===== src/rtl/l2cache_responder.sv =====
// l2cache_responder
//
// Responder end of the arbiter-to-L2 request/response interface. Services
// single-line read/write requests from a direct-mapped, write-back line store.
// A miss fetches the line from physical memory; a dirty miss first writes the
// victim line back. After a miss is filled the FSM returns to TAG_CHECK, which
// then hits and completes the request like any other hit.
//
// Ports:
//   clk, rst                      clock and synchronous active-high reset
//   arbiter_l2cache_read/write    request strobes, held until resp
//   arbiter_l2cache_address       line address (bits [4:0] ignored)
//   arbiter_l2cache_wdata         full-line write data
//   l2cache_arbiter_rdata         read data, valid only in the resp cycle
//   l2cache_arbiter_resp          single-cycle completion pulse
//   pmem_read/pmem_write          line fetch / writeback request, held until pmem_resp
//   pmem_address, pmem_wdata      line-aligned pmem address and victim data
//   pmem_rdata, pmem_resp         fetched line and pmem completion pulse
//
// Optional feature: define L2_PERF_CNT_EN to add the saturating 32-bit
// hit_count / miss_count outputs. Without it those ports and counters are absent.

module l2cache_responder #(
  parameter int S_INDEX = 3,
  parameter int LINE_W  = 256
) (
  input  logic              clk,
  input  logic              rst,
  input  logic              arbiter_l2cache_read,
  input  logic              arbiter_l2cache_write,
  input  logic [31:0]       arbiter_l2cache_address,
  input  logic [LINE_W-1:0] arbiter_l2cache_wdata,
  output logic [LINE_W-1:0] l2cache_arbiter_rdata,
  output logic              l2cache_arbiter_resp,
  output logic              pmem_read,
  output logic              pmem_write,
  output logic [31:0]       pmem_address,
  output logic [LINE_W-1:0] pmem_wdata,
  input  logic [LINE_W-1:0] pmem_rdata,
  input  logic              pmem_resp
`ifdef L2_PERF_CNT_EN
  ,
  output logic [31:0]       hit_count,
  output logic [31:0]       miss_count
`endif
);

  localparam int SETS  = 1 << S_INDEX;
  localparam int TAG_W = 27 - S_INDEX;

  typedef enum logic [1:0] {
    IDLE,
    TAG_CHECK,
    WRITEBACK,
    FILL
  } state_e;

  state_e              state_q, state_d;
  logic [SETS-1:0]     valid_q, valid_d;
  logic [SETS-1:0]     dirty_q, dirty_d;
  logic [TAG_W-1:0]    tag_q  [SETS];
  logic [TAG_W-1:0]    tag_d  [SETS];
  logic [LINE_W-1:0]   line_q [SETS];
  logic [LINE_W-1:0]   line_d [SETS];

  logic [S_INDEX-1:0]  req_idx;
  logic [TAG_W-1:0]    req_tag;
  logic                req_valid;
  logic                req_is_write;
  logic                hit;
  logic                unused_offset;

  // Requests are held stable until resp, so the live address/data inputs are
  // used directly instead of being captured into a request register.
  assign req_idx       = arbiter_l2cache_address[5 +: S_INDEX];
  assign req_tag       = arbiter_l2cache_address[31 -: TAG_W];
  assign req_valid     = arbiter_l2cache_read | arbiter_l2cache_write;
  // Read and write asserted together is treated as a write.
  assign req_is_write  = arbiter_l2cache_write;
  assign hit           = valid_q[req_idx] && (tag_q[req_idx] == req_tag);
  assign unused_offset = ^arbiter_l2cache_address[4:0];

  // Next-state, array-update and output logic. pmem outputs depend only on
  // the current state (plus the held request address), so they are stable for
  // the whole pmem transaction. resp is suppressed under reset so an aborted
  // request never completes.
  always_comb begin
    state_d               = state_q;
    valid_d               = valid_q;
    dirty_d               = dirty_q;
    tag_d                 = tag_q;
    line_d                = line_q;
    l2cache_arbiter_resp  = 1'b0;
    l2cache_arbiter_rdata = '0;
    pmem_read             = 1'b0;
    pmem_write            = 1'b0;
    pmem_address          = '0;
    pmem_wdata            = '0;

    case (state_q)
      IDLE: begin
        if (req_valid) begin
          state_d = TAG_CHECK;
        end
      end

      TAG_CHECK: begin
        if (hit) begin
          l2cache_arbiter_resp = !rst;
          state_d              = IDLE;
          if (req_is_write) begin
            line_d[req_idx]  = arbiter_l2cache_wdata;
            dirty_d[req_idx] = 1'b1;
          end else begin
            l2cache_arbiter_rdata = line_q[req_idx];
          end
        end else if (valid_q[req_idx] && dirty_q[req_idx]) begin
          state_d = WRITEBACK;
        end else begin
          state_d = FILL;
        end
      end

      WRITEBACK: begin
        pmem_write   = 1'b1;
        pmem_address = {tag_q[req_idx], req_idx, 5'b0};
        pmem_wdata   = line_q[req_idx];
        if (pmem_resp) begin
          dirty_d[req_idx] = 1'b0;
          state_d          = FILL;
        end
      end

      FILL: begin
        pmem_read    = 1'b1;
        pmem_address = {arbiter_l2cache_address[31:5], 5'b0};
        if (pmem_resp) begin
          line_d[req_idx]  = pmem_rdata;
          tag_d[req_idx]   = req_tag;
          valid_d[req_idx] = 1'b1;
          dirty_d[req_idx] = 1'b0;
          state_d          = TAG_CHECK;
        end
      end

      default: begin
        state_d = IDLE;
      end
    endcase
  end

  // Control state and per-set valid/dirty bits; reset invalidates every line.
  always_ff @(posedge clk) begin
    if (rst) begin
      state_q <= IDLE;
      valid_q <= '0;
      dirty_q <= '0;
    end else begin
      state_q <= state_d;
      valid_q <= valid_d;
      dirty_q <= dirty_d;
    end
  end

  // Tag and data storage carry no reset; their contents are meaningless
  // until the matching valid bit is set by a fill.
  always_ff @(posedge clk) begin
    tag_q  <= tag_d;
    line_q <= line_d;
  end

`ifdef L2_PERF_CNT_EN
  logic        revisit_q, revisit_d;
  logic [31:0] hit_count_q, hit_count_d;
  logic [31:0] miss_count_q, miss_count_d;

  // revisit marks the TAG_CHECK that follows a fill, so each request is
  // classified exactly once, on its first lookup. Counters saturate.
  always_comb begin
    revisit_d    = revisit_q;
    hit_count_d  = hit_count_q;
    miss_count_d = miss_count_q;

    if (state_q == IDLE) begin
      revisit_d = 1'b0;
    end else if (state_q == FILL && pmem_resp) begin
      revisit_d = 1'b1;
    end

    if (state_q == TAG_CHECK && !revisit_q) begin
      if (hit) begin
        if (hit_count_q != 32'hFFFF_FFFF) begin
          hit_count_d = hit_count_q + 32'd1;
        end
      end else begin
        if (miss_count_q != 32'hFFFF_FFFF) begin
          miss_count_d = miss_count_q + 32'd1;
        end
      end
    end
  end

  // Counter registers.
  always_ff @(posedge clk) begin
    if (rst) begin
      revisit_q    <= 1'b0;
      hit_count_q  <= '0;
      miss_count_q <= '0;
    end else begin
      revisit_q    <= revisit_d;
      hit_count_q  <= hit_count_d;
      miss_count_q <= miss_count_d;
    end
  end

  assign hit_count  = hit_count_q;
  assign miss_count = miss_count_q;
`endif

endmodule

===== config.mk =====
export PLATFORM = sky130hd
export DESIGN_NAME = l2cache_responder
export DESIGN_NICKNAME = d
export VERILOG_FILES = /design/src/rtl/l2cache_responder.sv
export SDC_FILE = /design/constraint.sdc
export NUM_CORES = 2
export LEC_CHECK = 0
export ABC_AREA = 1
export CORE_MARGIN = 2
export CORE_UTILIZATION = 45
export DETAILED_ROUTE_END_ITERATION = 10
export PLACE_DENSITY = 0.63
export SYNTH_ARGS = -nofsm -noshare
export SYNTH_HDL_FRONTEND = slang
export SYNTH_SLANG_ARGS = --single-unit

===== constraint.sdc =====
create_clock -name clk -period 22.5 [get_ports clk]
set_input_delay 3.375 -clock clk [delete_from_list [all_inputs] [get_ports clk]]
set_output_delay 3.375 -clock clk [all_outputs]
set_load 0.01 [all_outputs]

==> results <==
- The clock period minus worst slack is approximately 13 ns.
- The layout overhead on the synthesized area is 21.2%.
- The hold buffer count at CTS is 0.
- After routing, the total negative slack on setup checks comes to 0 ns.
- The detailed-router iteration count before antenna repair is 5.
- Measured along the y axis, the die boundary spans 468 um.
- Averaged over all synthesized cells, the footprint is between 10 and 15 um2.
- The core occupancy in the finished layout is 54.7%.
- Summing over every cut layer, the via total after detailed routing is 70.3k.
- In the finished design, the share of the clock period the worst path needs comes to a little under three fifths.
- The endpoint arrival time on the critical path is approximately 9.3 ns.
- The post-cts resize count is 0.
- After the last flow step, the layout net total stands at approximately 10k.
- The filler cells instantiated in the layout total approximately 18k.
- For this run, the register share of the synthesized area comes to a little over two thirds.
- The clock arrives with roughly 0.042 ns of skew.
- The netlist uses 40 different library cells.
- Wires add up to approximately 320000 um.
- Synthesis produced a netlist whose cell count is roughly 8.3k.
- Sorting the synthesized cells by area gives the leading types as sky130_fd_sc_hd__edfxtp_1 (70%), sky130_fd_sc_hd__nor2_1 (11%), sky130_fd_sc_hd__nand2_1 (3.6%).
- The buffering stage count on the worst path with inverters included is 8.
- Clock-pin slew was measured on the worst setup and hold paths at 0.06 ns.
- The worst setup path is of the input port to output pin kind.
- Setup violations remaining at the end of the flow were counted as 0.
- Summed over its instances, the top area cell type makes up a little over two thirds of the synthesized netlist area.
- The most frequent cell on the critical path is sky130_fd_sc_hd__buf_4.
- The mean number of vias per cell is between 5 and 6.
- TritonCTS built the clock tree.
- The cell area that synthesis handed to floorplanning was between 0.09 and 0.1 mm2.
- The global-route usage over all layers is around 28%.
- Combinational logic is responsible for between 10 and 15% of the overall power.
- For this run, the slowest stage of the critical path takes between 0.7 and 0.8 ns.
- The internal power of the cells totals between 7 and 8 mW.
- The setup slack after layout is between 9 and 10 ns.
- At the end of routability-driven placement, the weighted congestion stood at between 0.8 and 0.9.
- The total count of max-transition violations in the final report is 0.
- Across the run, the number of max-cap violations was 0.
- The CTS root buffer is sky130_fd_sc_hd__clkbuf_16.
- The worst-path cell with the longest stage delay is sky130_fd_sc_hd__buf_4.
- The post-layout instance count excluding filler cells is ~12k.
- Timing analysis after detailed placement gives a worst setup slack of slightly below 10 ns.
- Once detail routing completed, the nets flagged for antenna violations numbered 0.
- The sort of element at the start of the critical path is an input port.
- The classification of the worst-slack hold path is flop to flop.
- The hold violation total from the final report is 0.
- The initial utilization of the core area, before any placement, comes to 45.1%.
- The die covers 0.219 mm2.
- For this run the aggregate overflow at the end of global routing stands at 0.
- The via count of the first global-routing pass is about 70k.
- The number of setup buffers added after CTS is 0.
- The footprint of the flip-flops and latches is 0.0676 mm2.
- The reported net switching power is 2.30 mW.
- The sequential power share is 50.9%.
- At the pin with the least slew margin, the transition time is between 1 and 1.5 ns.
- The die is 468 um wide.
- The largest buffer count on any clock path is 3.
- Row generation in the floorplan step produced 170 rows.
- The I/O pin count is between 1k and 1.5k.
- Including well taps, the total number of placed cells is between 10k and 15k.
- The clock group share of total power is 38.7%.
- The multi-input combinational cell area is roughly 0.025 mm2.
- The fraction of layout cells with a size suffix above 1 is ~5%.
- Dividing total power by cell area gives a power density of roughly 80 mW/mm2.
- The maximum fanout count along the critical path is 59.
- The top achievable clock speed is 78.7 MHz.
- In the final routed layout, each cell accounts on average for between 20 and 30 um.
- The data required time at the worst endpoint is roughly 19 ns.
- The number of remaining DRC errors is 0.
- The later pin in the worst-skew pair is clocked with a latency of 0.88 ns.
- The net switching share of the total power is 24.6%.
- In the post-synthesis netlist, the cell with the most instances is sky130_fd_sc_hd__nor2_1.
- The maximum level of the CTS H-tree is 4.
- Setup repair after global routing left no endpoint under its margin.
- Counting flops with an async set or reset pin after synthesis yields a share of 0%.
- The category of the worst setup path capture point is an output pin.
- The core box area is approximately 0.21 mm2.
- In this run, synthesis produced a sequential element count of 2258.
- The cell taking the most area after synthesis is sky130_fd_sc_hd__edfxtp_1.
- Yosys mapped a number of flops with a built-in enable equal to around 2.2k.
- The worst slew margin relative to its limit is between 10% and 20%.
- The maximum resistive drop on vdd is ~0.08 mV.
- The most frequently used flop master after synthesis is sky130_fd_sc_hd__edfxtp_1.
- The total of warnings raised by yosys is 0.
- Counting the buffers created by CTS gives roughly 230.
- The commonest cells after synthesis are sky130_fd_sc_hd__nor2_1 (2707), sky130_fd_sc_hd__edfxtp_1 (2240), sky130_fd_sc_hd__nand2_1 (922).
- The first routing iteration left 6918 violations.
- The critical path goes through buf_4 > clkinv_2 > buf_4 > nor2_4 > buf_4 > buf_4 > buf_4 > nand2_1 > nand4_1 > inv_1 > nor2_1 > clkdlybuf4s50_1.
- The flow ran to the end, and the final reports show no timing, DRC or antenna violations.
- The leakage power is around 40 nW.
- The first-pass GRT wire length is around 460000 um.
- The category of cells accounting for the largest share of critical-path delay is buffers and inverters.
- The number of antenna violations at the first check in global routing was 6.
- The number of input and output port buffers inserted is roughly 1.1k.
- Once detailed placement completed, the half-perimeter wirelength came to 174000 um.
- The largest net degree at the start of global routing is 128.
- CTS saw between 2k and 2.5k sinks.
-- path summary, 6_finish.rpt --
| path | startpoint | endpoint | slack (ns) | depth (start not counted) |
|---|---|---|---|---|
| worst max-delay path | arbiter_l2cache_address[5] | l2cache_arbiter_rdata[109] | 9.79 | 12 |
| worst min-delay path | valid_q[0] | valid_q[0] | 0.47 | 1 |
| worst max register to register | tag_q[112] | line_q[309] | 16.05 | 15 |
| worst min register to register | valid_q[0] | valid_q[0] | 0.47 | 1 |
-- routing by layer --
layer	GRT usage (%)	wire length [um]	vias up
met5	0	13	-
met4	9.91	10700	2
met3	3.75	26000	466
met2	47.2	154000	3557
met1	38.7	130000	35200
li1	-	-	31000
-- power by group through the flow --
stage | clock (mW) | sequential (mW) | combinational, mW
2_1_floorplan | 0 | 4.90 | 0.475
3_3_place_gp | 0 | 4.84 | 0.947
3_5_place_dp | 0 | 4.85 | 0.959
4_1_cts | 3.66 | 4.76 | 0.962
5_1_grt | 3.82 | 4.76 | 1.02
6_report | 3.62 | 4.76 | 0.963
-- kinds of logic (layout without fill, tap and decap cells) --
family	Yosys count	after routing	share of synthesized area, %
AO/OA/AOI/OAI	820	820	6.80
adder cells (fa/ha/maj)	4	4	0.0518
buffers and inverters	1008	2058	4.16
flip-flops	2258	2258	69.9
multiplexers	256	256	2.65
other	1	6	0.00388
AND/OR/NAND/NOR	4002	4002	16.4
-- through the flow --
stage | power, mW | hold WS, ns | area, um2
finish | 9.34 | 0.471 | 117000
global route | 9.61 | 0.494 | 117000
CTS | 9.38 | 0.471 | 117000
detailed placement | 5.81 | 0.458 | 110000
global placement | 5.79 | 0.450 | 110000
floorplan | 5.37 | 0.440 | 96700
-- sequential cells by signal (all words and copies together) (netlist names), named ones only --
signal / count
tag_q: 192
state_q: 2
valid_q: 8
line_q: 2048
-- placed cells by master (no fill, tap or decap), drive strengths merged, types with 2 or more instances in the layout --
cell type	instances
or2	17
nand2	923
buf	122
clkbuf	297
nor2	2709
a221oi	249
bufinv	12
o21a	2
nor4	2
mux2i	256
conb	5
o22ai	20
ha	4
inv	439
o21ai	40
dfxtp	18
clkdlybuf4s50	1084
nand3	80
o211ai	6
nor3b	4
nand3b	2
nor3	8
a21oi	14
edfxtp	2240
clkinv	99
nand4	256
a22oi	272
clkinvlp	5
a22o	215
-- final cells by class --
class                      count  share of cell area [%]
antenna                        1                 0.00214
clock buffer                 297                    5.13
clock inverter               122                   0.870
inverter                     433                    1.45
multi-input combinational   5087                    21.6
sequential                  2258                    57.7
tap                         2838                    3.03
timing repair buffer        1206                    10.3
-- worst reg2reg max path: cells and delay by family (launching register included) --
family | cells | cell delay, ns
compound gates | 1 | 0.30
buf+inv | 3 | 2.20
flops | 1 | 0.35
simple gates | 11 | 3.20
(Power assumes the default switching activity.)
